File: src/rtl/full_adder_data_if.sv
// full_adder_data_if: operand/result bundle for the registered ripple-carry adder.
interface full_adder_data_if #(parameter int WIDTH = 1, parameter int CNT_W = 16);
  logic [WIDTH-1:0] A;
  logic [WIDTH-1:0] B;
  logic             Cin;
  logic             in_valid;
  logic [WIDTH-1:0] S;
  logic             Cout;
  logic             out_valid;
  logic             OVF;
  logic             ZERO;
  logic [CNT_W-1:0] carry_cnt;
  modport master (output A, B, Cin, in_valid, input S, Cout, out_valid, OVF, ZERO, carry_cnt);
  modport slave  (input A, B, Cin, in_valid, output S, Cout, out_valid, OVF, ZERO, carry_cnt);
endinterface

File: src/rtl/full_adder_data.sv
// full_adder_data: registered ripple-carry adder of full-adder cells with
// valid strobe, OVF/ZERO flags and a saturating carry-out event counter.
module full_adder_data #(
  parameter int WIDTH = 1,
  parameter int CNT_W = 16
) (
  input logic              clk,
  input logic              rst_n,
  full_adder_data_if.slave bus
);
  logic [WIDTH:0]   c;
  logic [WIDTH-1:0] s;
  logic [WIDTH-1:0] s_d, s_q;
  logic             cout_d, cout_q, ovf_d, ovf_q, zero_d, zero_q, valid_d, valid_q;
  logic [CNT_W-1:0] cnt_d, cnt_q;
  assign c[0] = bus.Cin;
  for (genvar i = 0; i < WIDTH; i++) begin : g_fa
    assign s[i]   = bus.A[i] ^ bus.B[i] ^ c[i];
    assign c[i+1] = (bus.A[i] & bus.B[i]) | (c[i] & (bus.A[i] ^ bus.B[i]));
  end
  always_comb begin
    s_d     = bus.in_valid ? s : s_q;
    cout_d  = bus.in_valid ? c[WIDTH] : cout_q;
    ovf_d   = bus.in_valid ? c[WIDTH] ^ c[WIDTH-1] : ovf_q;
    zero_d  = bus.in_valid ? ~|s : zero_q;
    valid_d = bus.in_valid;
    // counter holds at all-ones instead of wrapping
    cnt_d   = (bus.in_valid && c[WIDTH] && !(&cnt_q)) ? cnt_q + CNT_W'(1) : cnt_q;
  end
  always_ff @(posedge clk) begin
    if (!rst_n) begin
      s_q     <= '0;
      cout_q  <= 1'b0;
      ovf_q   <= 1'b0;
      zero_q  <= 1'b1;
      valid_q <= 1'b0;
      cnt_q   <= '0;
    end else begin
      s_q     <= s_d;
      cout_q  <= cout_d;
      ovf_q   <= ovf_d;
      zero_q  <= zero_d;
      valid_q <= valid_d;
      cnt_q   <= cnt_d;
    end
  end
  assign bus.S         = s_q;
  assign bus.Cout      = cout_q;
  assign bus.OVF       = ovf_q;
  assign bus.ZERO      = zero_q;
  assign bus.out_valid = valid_q;
  assign bus.carry_cnt = cnt_q;
endmodule

File: src/flat_wrapper.sv
// flat-port wrapper written by rule: the top's interface ports become plain ports
module full_adder_data_flat 
#(
  parameter int WIDTH = 1,
  parameter int CNT_W = 16
)
  (clk, rst_n, bus_A, bus_B, bus_Cin, bus_in_valid, bus_S, bus_Cout, bus_out_valid, bus_OVF, bus_ZERO, bus_carry_cnt);
  full_adder_data_if #(.WIDTH(WIDTH), .CNT_W(CNT_W)) bus_i ();
  input logic clk;
  input logic rst_n;
  input wire logic [$bits(bus_i.A)-1:0] bus_A;
  input wire logic [$bits(bus_i.B)-1:0] bus_B;
  input wire logic [$bits(bus_i.Cin)-1:0] bus_Cin;
  input wire logic [$bits(bus_i.in_valid)-1:0] bus_in_valid;
  output wire logic [$bits(bus_i.S)-1:0] bus_S;
  output wire logic [$bits(bus_i.Cout)-1:0] bus_Cout;
  output wire logic [$bits(bus_i.out_valid)-1:0] bus_out_valid;
  output wire logic [$bits(bus_i.OVF)-1:0] bus_OVF;
  output wire logic [$bits(bus_i.ZERO)-1:0] bus_ZERO;
  output wire logic [$bits(bus_i.carry_cnt)-1:0] bus_carry_cnt;
  assign bus_i.A = bus_A;
  assign bus_i.B = bus_B;
  assign bus_i.Cin = bus_Cin;
  assign bus_i.in_valid = bus_in_valid;
  assign bus_S = bus_i.S;
  assign bus_Cout = bus_i.Cout;
  assign bus_out_valid = bus_i.out_valid;
  assign bus_OVF = bus_i.OVF;
  assign bus_ZERO = bus_i.ZERO;
  assign bus_carry_cnt = bus_i.carry_cnt;
  full_adder_data #(.WIDTH(WIDTH), .CNT_W(CNT_W)) u_core (.clk(clk), .rst_n(rst_n), .bus(bus_i));
endmodule
File: config.mk
export PLATFORM = sky130hd
export DESIGN_NAME = full_adder_data_flat
export DESIGN_NICKNAME = d
export VERILOG_FILES = /design/src/rtl/full_adder_data_if.sv /design/src/rtl/full_adder_data.sv /design/src/flat_wrapper.sv
export SDC_FILE = /design/constraint.sdc
export NUM_CORES = 1
export LEC_CHECK = 0
export ABC_AREA = 0
export CORE_AREA = 2 2 49 51
export DETAILED_ROUTE_END_ITERATION = 10
export DIE_AREA = 0 0 51 53
export PLACE_DENSITY = 0.89
export SYNTH_ARGS = -nofsm -noshare
export SYNTH_HDL_FRONTEND = slang
export SYNTH_SLANG_ARGS = --single-unit
File: constraint.sdc
create_clock -name clk -period 3.75 [get_ports clk]
set_input_delay 1.125 -clock clk [delete_from_list [all_inputs] [get_ports clk]]
set_output_delay 1.125 -clock clk [all_outputs]
set_load 0.005 [all_outputs]
==> results of run 1 <==
## cells by family after synthesis
family	synth area share, %
simple gates	33.25
compound gates	17.63
flops	39.76
buf+inv	3.550
mux	1.894
fa+ha+maj	3.077
xor+xnor	0.8286
## layer usage
layer  part of all wire, %  wire, um
met1                    46      1143
met3                   4.7       117
met4                   1.4        34
met5                     0         0
met2                    48      1195
## cells in the final DEF (no fill, tap or decap)
cell / n
a21oi_2: 1
o21ba_2: 1
clkbuf_4: 3
ha_1: 1
fa_1: 1
nand4_2: 2
nand4_4: 1
inv_1: 5
or4_1: 3
a21oi_1: 8
o21ai_0: 6
or4_4: 1
nand4_1: 3
o21ai_1: 1
nor4_1: 2
a31oi_1: 4
nand3_4: 1
dfxtp_1: 21
nor4_2: 1
nor2_1: 3
clkdlybuf4s50_1: 26
nand2b_1: 3
o31ai_1: 5
and2_1: 3
mux2i_1: 2
nor3_1: 4
clkbuf_1: 1
xnor2_1: 1
nand3_1: 3
or3_1: 6
a211oi_1: 4
and4_4: 3
nand2_1: 10
and4_1: 2
## power by group
| group | internal, W | total (W) | switching [W] |
|---|---|---|---|
| logic | 0.0000209 | 0.0000369 | 0.0000161 |
| clock network | 0.0000414 | 0.000107 | 0.0000660 |
| registers | 0.000228 | 0.000233 | 0.00000494 |
## worst register-to-register path, cell delays in order (launching register included)
cell,delay (ps)
dfxtp_1,530
ha_1,300
and4_4,290
nand3_4,120
or4_1,520
a21oi_1,140
## flip-flops by register name, summed over array words and instances, names as in the netlist
name,flops
u_core.bus.Cout,1
u_core.bus.OVF,1
u_core.bus.S,1
u_core.bus.ZERO,1
u_core.bus.carry_cnt,16
u_core.bus.out_valid,1
## metrics by stage
step,std cells,cell area [sq um]
2_1_floorplan,115,1057
3_3_place_gp,166,1334
3_5_place_dp,166,1334
4_1_cts,170,1360
5_1_grt,170,1360
6_report,170,1360
## layout make-up
class                   count  share of cell area, %
multi-input cells          86                  44.07
flip-flops and latches     21                  30.91
repair buffers             26                  19.14
well taps                  28                  2.576
clock buffers               4                  1.932
inverters                   5                  1.380
## path summary, 6_finish.rpt
path                                                      startpoint                                    end  slack, ps  depth (start not counted)
worst max-delay path                                         bus_Cin  u_core.bus.carry_cnt[14]$_SDFFE_PN0P_        930                          6
worst min-delay path                    u_core.bus.Cout$_SDFFE_PN0P_           u_core.bus.Cout$_SDFFE_PN0P_        480                          2
worst max register to register  u_core.bus.carry_cnt[0]$_SDFFE_PN0P_  u_core.bus.carry_cnt[14]$_SDFFE_PN0P_       1790                          5
worst min register to register          u_core.bus.Cout$_SDFFE_PN0P_           u_core.bus.Cout$_SDFFE_PN0P_        480                          2
## synthesized netlist by cell type (2+ instances only)
master,count
and4_4,3
a31oi_1,4
nand3_1,3
and4_1,2
nand2b_1,3
nor4_1,2
a21oi_1,8
o31ai_1,5
mux2i_1,2
or4_1,3
nand4_1,3
or3_1,6
dfxtp_1,21
nor2_1,3
nor3_1,4
a211oi_1,4
nand4_2,2
inv_1,5
nand2_1,10
and2_1,3
o21ai_0,6
==> impl_results.md, run 1 <==
- Final hold viol count: 0
- Clk root buf: clkbuf_4
- Routed WL: 2490 um
- Antenna-violating nets left: 0
- Post-synth EDFFs: 0
- Core Box Area: 2148 sq um
- Layout Utilization: 63.31%
- # resized after CTS: 0
- Initial antenna violation count: 0
- Final Cycle Share: 75.08%
- Pre-CTS WS: 624.6 ps
- Total track usage: 21.10%
- Post-DP HPWL: 1819 um
- Max VDD drop: 0.1871 mV
- Pwr/cell area: 277.7 nW/um^2
- H-tree depth: 1
- Nets@finish: 151
- Sequential cell area fraction in the yosys report: 39.76%
- Register Area: 420.4 sq um
- Grt peak-use layer: met2
- Synth area leader: dfxtp_1
- First-pass detailed-route iteration total: 4
- Worst setup EP type: register
- Row count: 17
- Number of vias per cell: 5.935
- Async SR Flop Fraction: 0%
- Starting Density: 49.21%
- Slowest stage delay, CP: 540 ps
- CTS sink cnt: 21
- Status: completed
- Post-DR wirelength/cell: 14.65 um
- I/O pin count: 27
- CP max FO: 8
- Die area: 2703 sq um
- Max capacitance violation total: 0
- WP data arrival: 3050 ps
- CP top delay family: simple AND/OR/NAND/NOR gates
- DRC viols: 0
- Via count: 1,009
- Clock Skew: 2.484 ps
- Slew @ Worst Pin: 559.7 ps
- Synth-to-layout area growth: 28.64%
- Synth Net Count: 123
- CP bufs+invs: 1
- Yosys reg bits: 21
- Latest clock arrival within the worst-skew pair: 300 ps
- Synth cell types: 34
- Final slew viol count: 0
- Largest net degree at the start of global routing: 16
- Hold_buf cts: 0
- Ranking of synthesized cells by area: dfxtp_1, a21oi_1, nand2_1
- Met2 Use GR: 37.23%
- RSZ-0062 raised after global routing: false
- Die height: 53 um
- Main synth FF type: dfxtp_1
- CTS buffer count: 3
- Total grt overflow: 0
- FMAX: 0.3552 GHz
- ANT cells: 0
- Worst Path Required: 3980 ps
- Leak pwr: 0.4330 nW
- Synth Cell Area: 1057 sq um
- Met3 usage: 2.825%
- Synth Warn #: 0
- Initial detailed-routing violation count: 22
- Multi-input gate area: 599.3 sq um
- Layout fillers: 184
- Clock buffer depth: 2
- Vias in the first global route: 962
- Post-CTS setup repair buffer count: 0
- Tot Pwr: 0.0003777 W
- Share of layout cells above drive strength 1: 9.859%
- Area fraction of the dominant cell type after synthesis: 39.76%
- Global-route wire length before repair: 4278 um
- Slowest CP cell: clkdlybuf4s50_1
- Final setup fails: 0
- Clk slew on worst S/H paths: 110 ps
- Period minus WS final: 2815 ps
- Setup ws final: 934.6 ps
- Crit Path Category: in -> reg
- I/O Buffers: 26
- Die Wd: 51 um
- Avg Inst Size Synth: 9.194 sq um
- CP Cell Sequence: clkdlybuf4s50_1, fa_1, and4_4, nand3_4, or4_1, a21oi_1
- Mapped Cells: 115
- Global-route met1 utilization: 25.61%
- Worst hold slack: 478.6 ps
- Placer Congestion: 0.8456
- TritonCTS clock tree: built
- Final setup TNS: 0 ps
- Critical path startpoint category: input pin
- Worst hold path class: reg -> reg
- Max transition margin: 62.38%
No activity file was read; power rests on OpenSTA's default activity.
==> run 2: changes to the inputs <==
--- a/config.mk
+++ b/config.mk
@@ -6,10 +6,10 @@
 export NUM_CORES = 1
 export LEC_CHECK = 0
 export ABC_AREA = 0
-export CORE_AREA = 2 2 49 51
+export CORE_AREA = 2 2 53 55
 export DETAILED_ROUTE_END_ITERATION = 10
-export DIE_AREA = 0 0 51 53
-export PLACE_DENSITY = 0.89
+export DIE_AREA = 0 0 55 57
+export PLACE_DENSITY = 0.81
 export SYNTH_ARGS = -nofsm -noshare
 export SYNTH_HDL_FRONTEND = slang
 export SYNTH_SLANG_ARGS = --single-unit
==> constraint.sdc (replaced) <==
create_clock -name clk -period 2.55 [get_ports clk]
set_input_delay 0.765 -clock clk [delete_from_list [all_inputs] [get_ports clk]]
set_output_delay 0.765 -clock clk [all_outputs]
set_load 0.005 [all_outputs]
==> impl_results.md, run 2 (synthesized netlist as in run 1, its figures left out) <==
- I/O Buffers: 26
- Setup ws final: 207.9 ps
- CP max FO: 4
- Core Box Area: 2615 sq um
- I/O pin count: 27
- Leak pwr: 0.4680 nW
- RSZ-0062 raised after global routing: false
- Worst setup EP type: register
- Clock Skew: 5.488 ps
- Max VDD drop: 0.2836 mV
- Initial detailed-routing violation count: 27
- Tot Pwr: 0.0005629 W
- Share of layout cells above drive strength 1: 14.77%
- Layout Utilization: 54.21%
- Vias in the first global route: 968
- Critical path startpoint category: input pin
- Die height: 57 um
- Initial antenna violation count: 0
- Final setup fails: 0
- Antenna-violating nets left: 0
- Final std cells w/o fill: 180
- Die Wd: 55 um
- Post-CTS setup repair buffer count: 0
- H-tree depth: 1
- Pre-CTS WS: -104.8 ps
- Placer Congestion: 0.8325
- Worst hold path class: reg -> reg
- CTS buffer count: 3
- Worst Path Required: 2780 ps
- # resized after CTS: 0
- Starting Density: 40.43%
- WP data arrival: 2580 ps
- Die area: 3135 sq um
- Clk root buf: clkbuf_4
- Placed instance count: 176
- Total grt overflow: 0
- Slew @ Worst Pin: 598.8 ps
- Row count: 19
- Commonest non-fill, non-tap cell in the layout: clkdlybuf4s50_1
- Final Cycle Share: 91.85%
- Max capacitance violation total: 0
- Pwr/cell area: 397.1 nW/um^2
- Crit Path Category: in -> reg
- Period minus WS final: 2342 ps
- Latest clock arrival within the worst-skew pair: 300 ps
- Layout fillers: 258
- Global-route wire length before repair: 4215 um
- Routed WL: 2505 um
- Max transition margin: 59.75%
- Total track usage: 18.00%
- Synth-to-layout area growth: 34.08%
- ANT cells: 0
- DRC viols: 0
- Post-DR wirelength/cell: 13.92 um
- Worst hold slack: 481.6 ps
- Clk slew on worst S/H paths: 120 ps
- Number of vias per cell: 5.678
- Nets@finish: 158
- TritonCTS clock tree: built
- Most frequent cells in the layout: clkdlybuf4s50_1, dfxtp_1, nand2_1
- Max FFs per register: 16
- Status: completed
- Final slew viol count: 0
- Hold_buf cts: 0
- Final hold viol count: 0
- First-pass detailed-route iteration total: 4
- CTS sink cnt: 21
- Largest net degree at the start of global routing: 16
- Via count: 1,022
- Clock buffer depth: 2
- FMAX: 0.4270 GHz
- Post-DP HPWL: 1855 um
## run 2: cell count changes in the layout (fill, tap and decap cells not counted)
cell      change
buf_4         +7
clkbuf_1      -1
clkinv_2      +1
## run 2: critical path, cell delays in order
cell and delay [ps]:
clkdlybuf4s50_1 510, fa_1 250, and4_4 280, nand3_4 90, or4_1 510, a21oi_1 170
## run 2: routing by layer
metal / up-vias / track usage, % / wire [um]
li1: 509 / - / -
met1: 474 / 22.44 / 1052
met2: 37 / 29.59 / 1307
met3: 2 / 3.403 / 129
met4: 0 / 7.666 / 16
met5: - / 0 / 0
## run 2: path summary, 6_finish.rpt
| path | cells after the start | startpoint | to | slack [ps] |
|---|---|---|---|---|
| setup / recovery | 6 | bus_Cin | u_core.bus.carry_cnt[10]$_SDFFE_PN0P_ | 210 |
| hold / removal | 2 | u_core.bus.Cout$_SDFFE_PN0P_ | u_core.bus.Cout$_SDFFE_PN0P_ | 480 |
| setup reg to reg | 5 | u_core.bus.carry_cnt[0]$_SDFFE_PN0P_ | u_core.bus.carry_cnt[10]$_SDFFE_PN0P_ | 570 |
| hold reg to reg | 2 | u_core.bus.Cout$_SDFFE_PN0P_ | u_core.bus.Cout$_SDFFE_PN0P_ | 480 |
## run 2: metrics by stage
stage | cell area, sq um | TNS [ps]
global placement | 1390 | -69.81
global route | 1418 | 0
floorplan | 1057 | 0
detailed placement | 1390 | -424.0
CTS | 1418 | 0
finish | 1418 | 0
## run 2: cell type report
class | count | area [sq um] | share of cell area, %
repair buffers | 33 | 312.8 | 22.07
multi-input cells | 86 | 599.3 | 42.28
clock inverters | 1 | 5.005 | 0.3530
well taps | 31 | 38.79 | 2.736
clock buffers | 3 | 22.52 | 1.589
inverters | 5 | 18.77 | 1.324
flip-flops and latches | 21 | 420.4 | 29.66
## run 2: power by group
part	total, W	internal (W)	switching (W)
Combinational	0.0000562	0.0000333	0.0000229
Clock	0.000163	0.0000585	0.000105
Sequential	0.000344	0.000336	0.00000776
==> run 3: changes to the inputs <==
--- a/config.mk
+++ b/config.mk
@@ -10,6 +10,7 @@
 export DETAILED_ROUTE_END_ITERATION = 10
 export DIE_AREA = 0 0 55 57
 export PLACE_DENSITY = 0.81
+export SKIP_CTS_REPAIR_TIMING = 1
 export SYNTH_ARGS = -nofsm -noshare
 export SYNTH_HDL_FRONTEND = slang
 export SYNTH_SLANG_ARGS = --single-unit
==> results of run 3 <==
The final DEF is identical to that of run 2; final timing and power are the same.
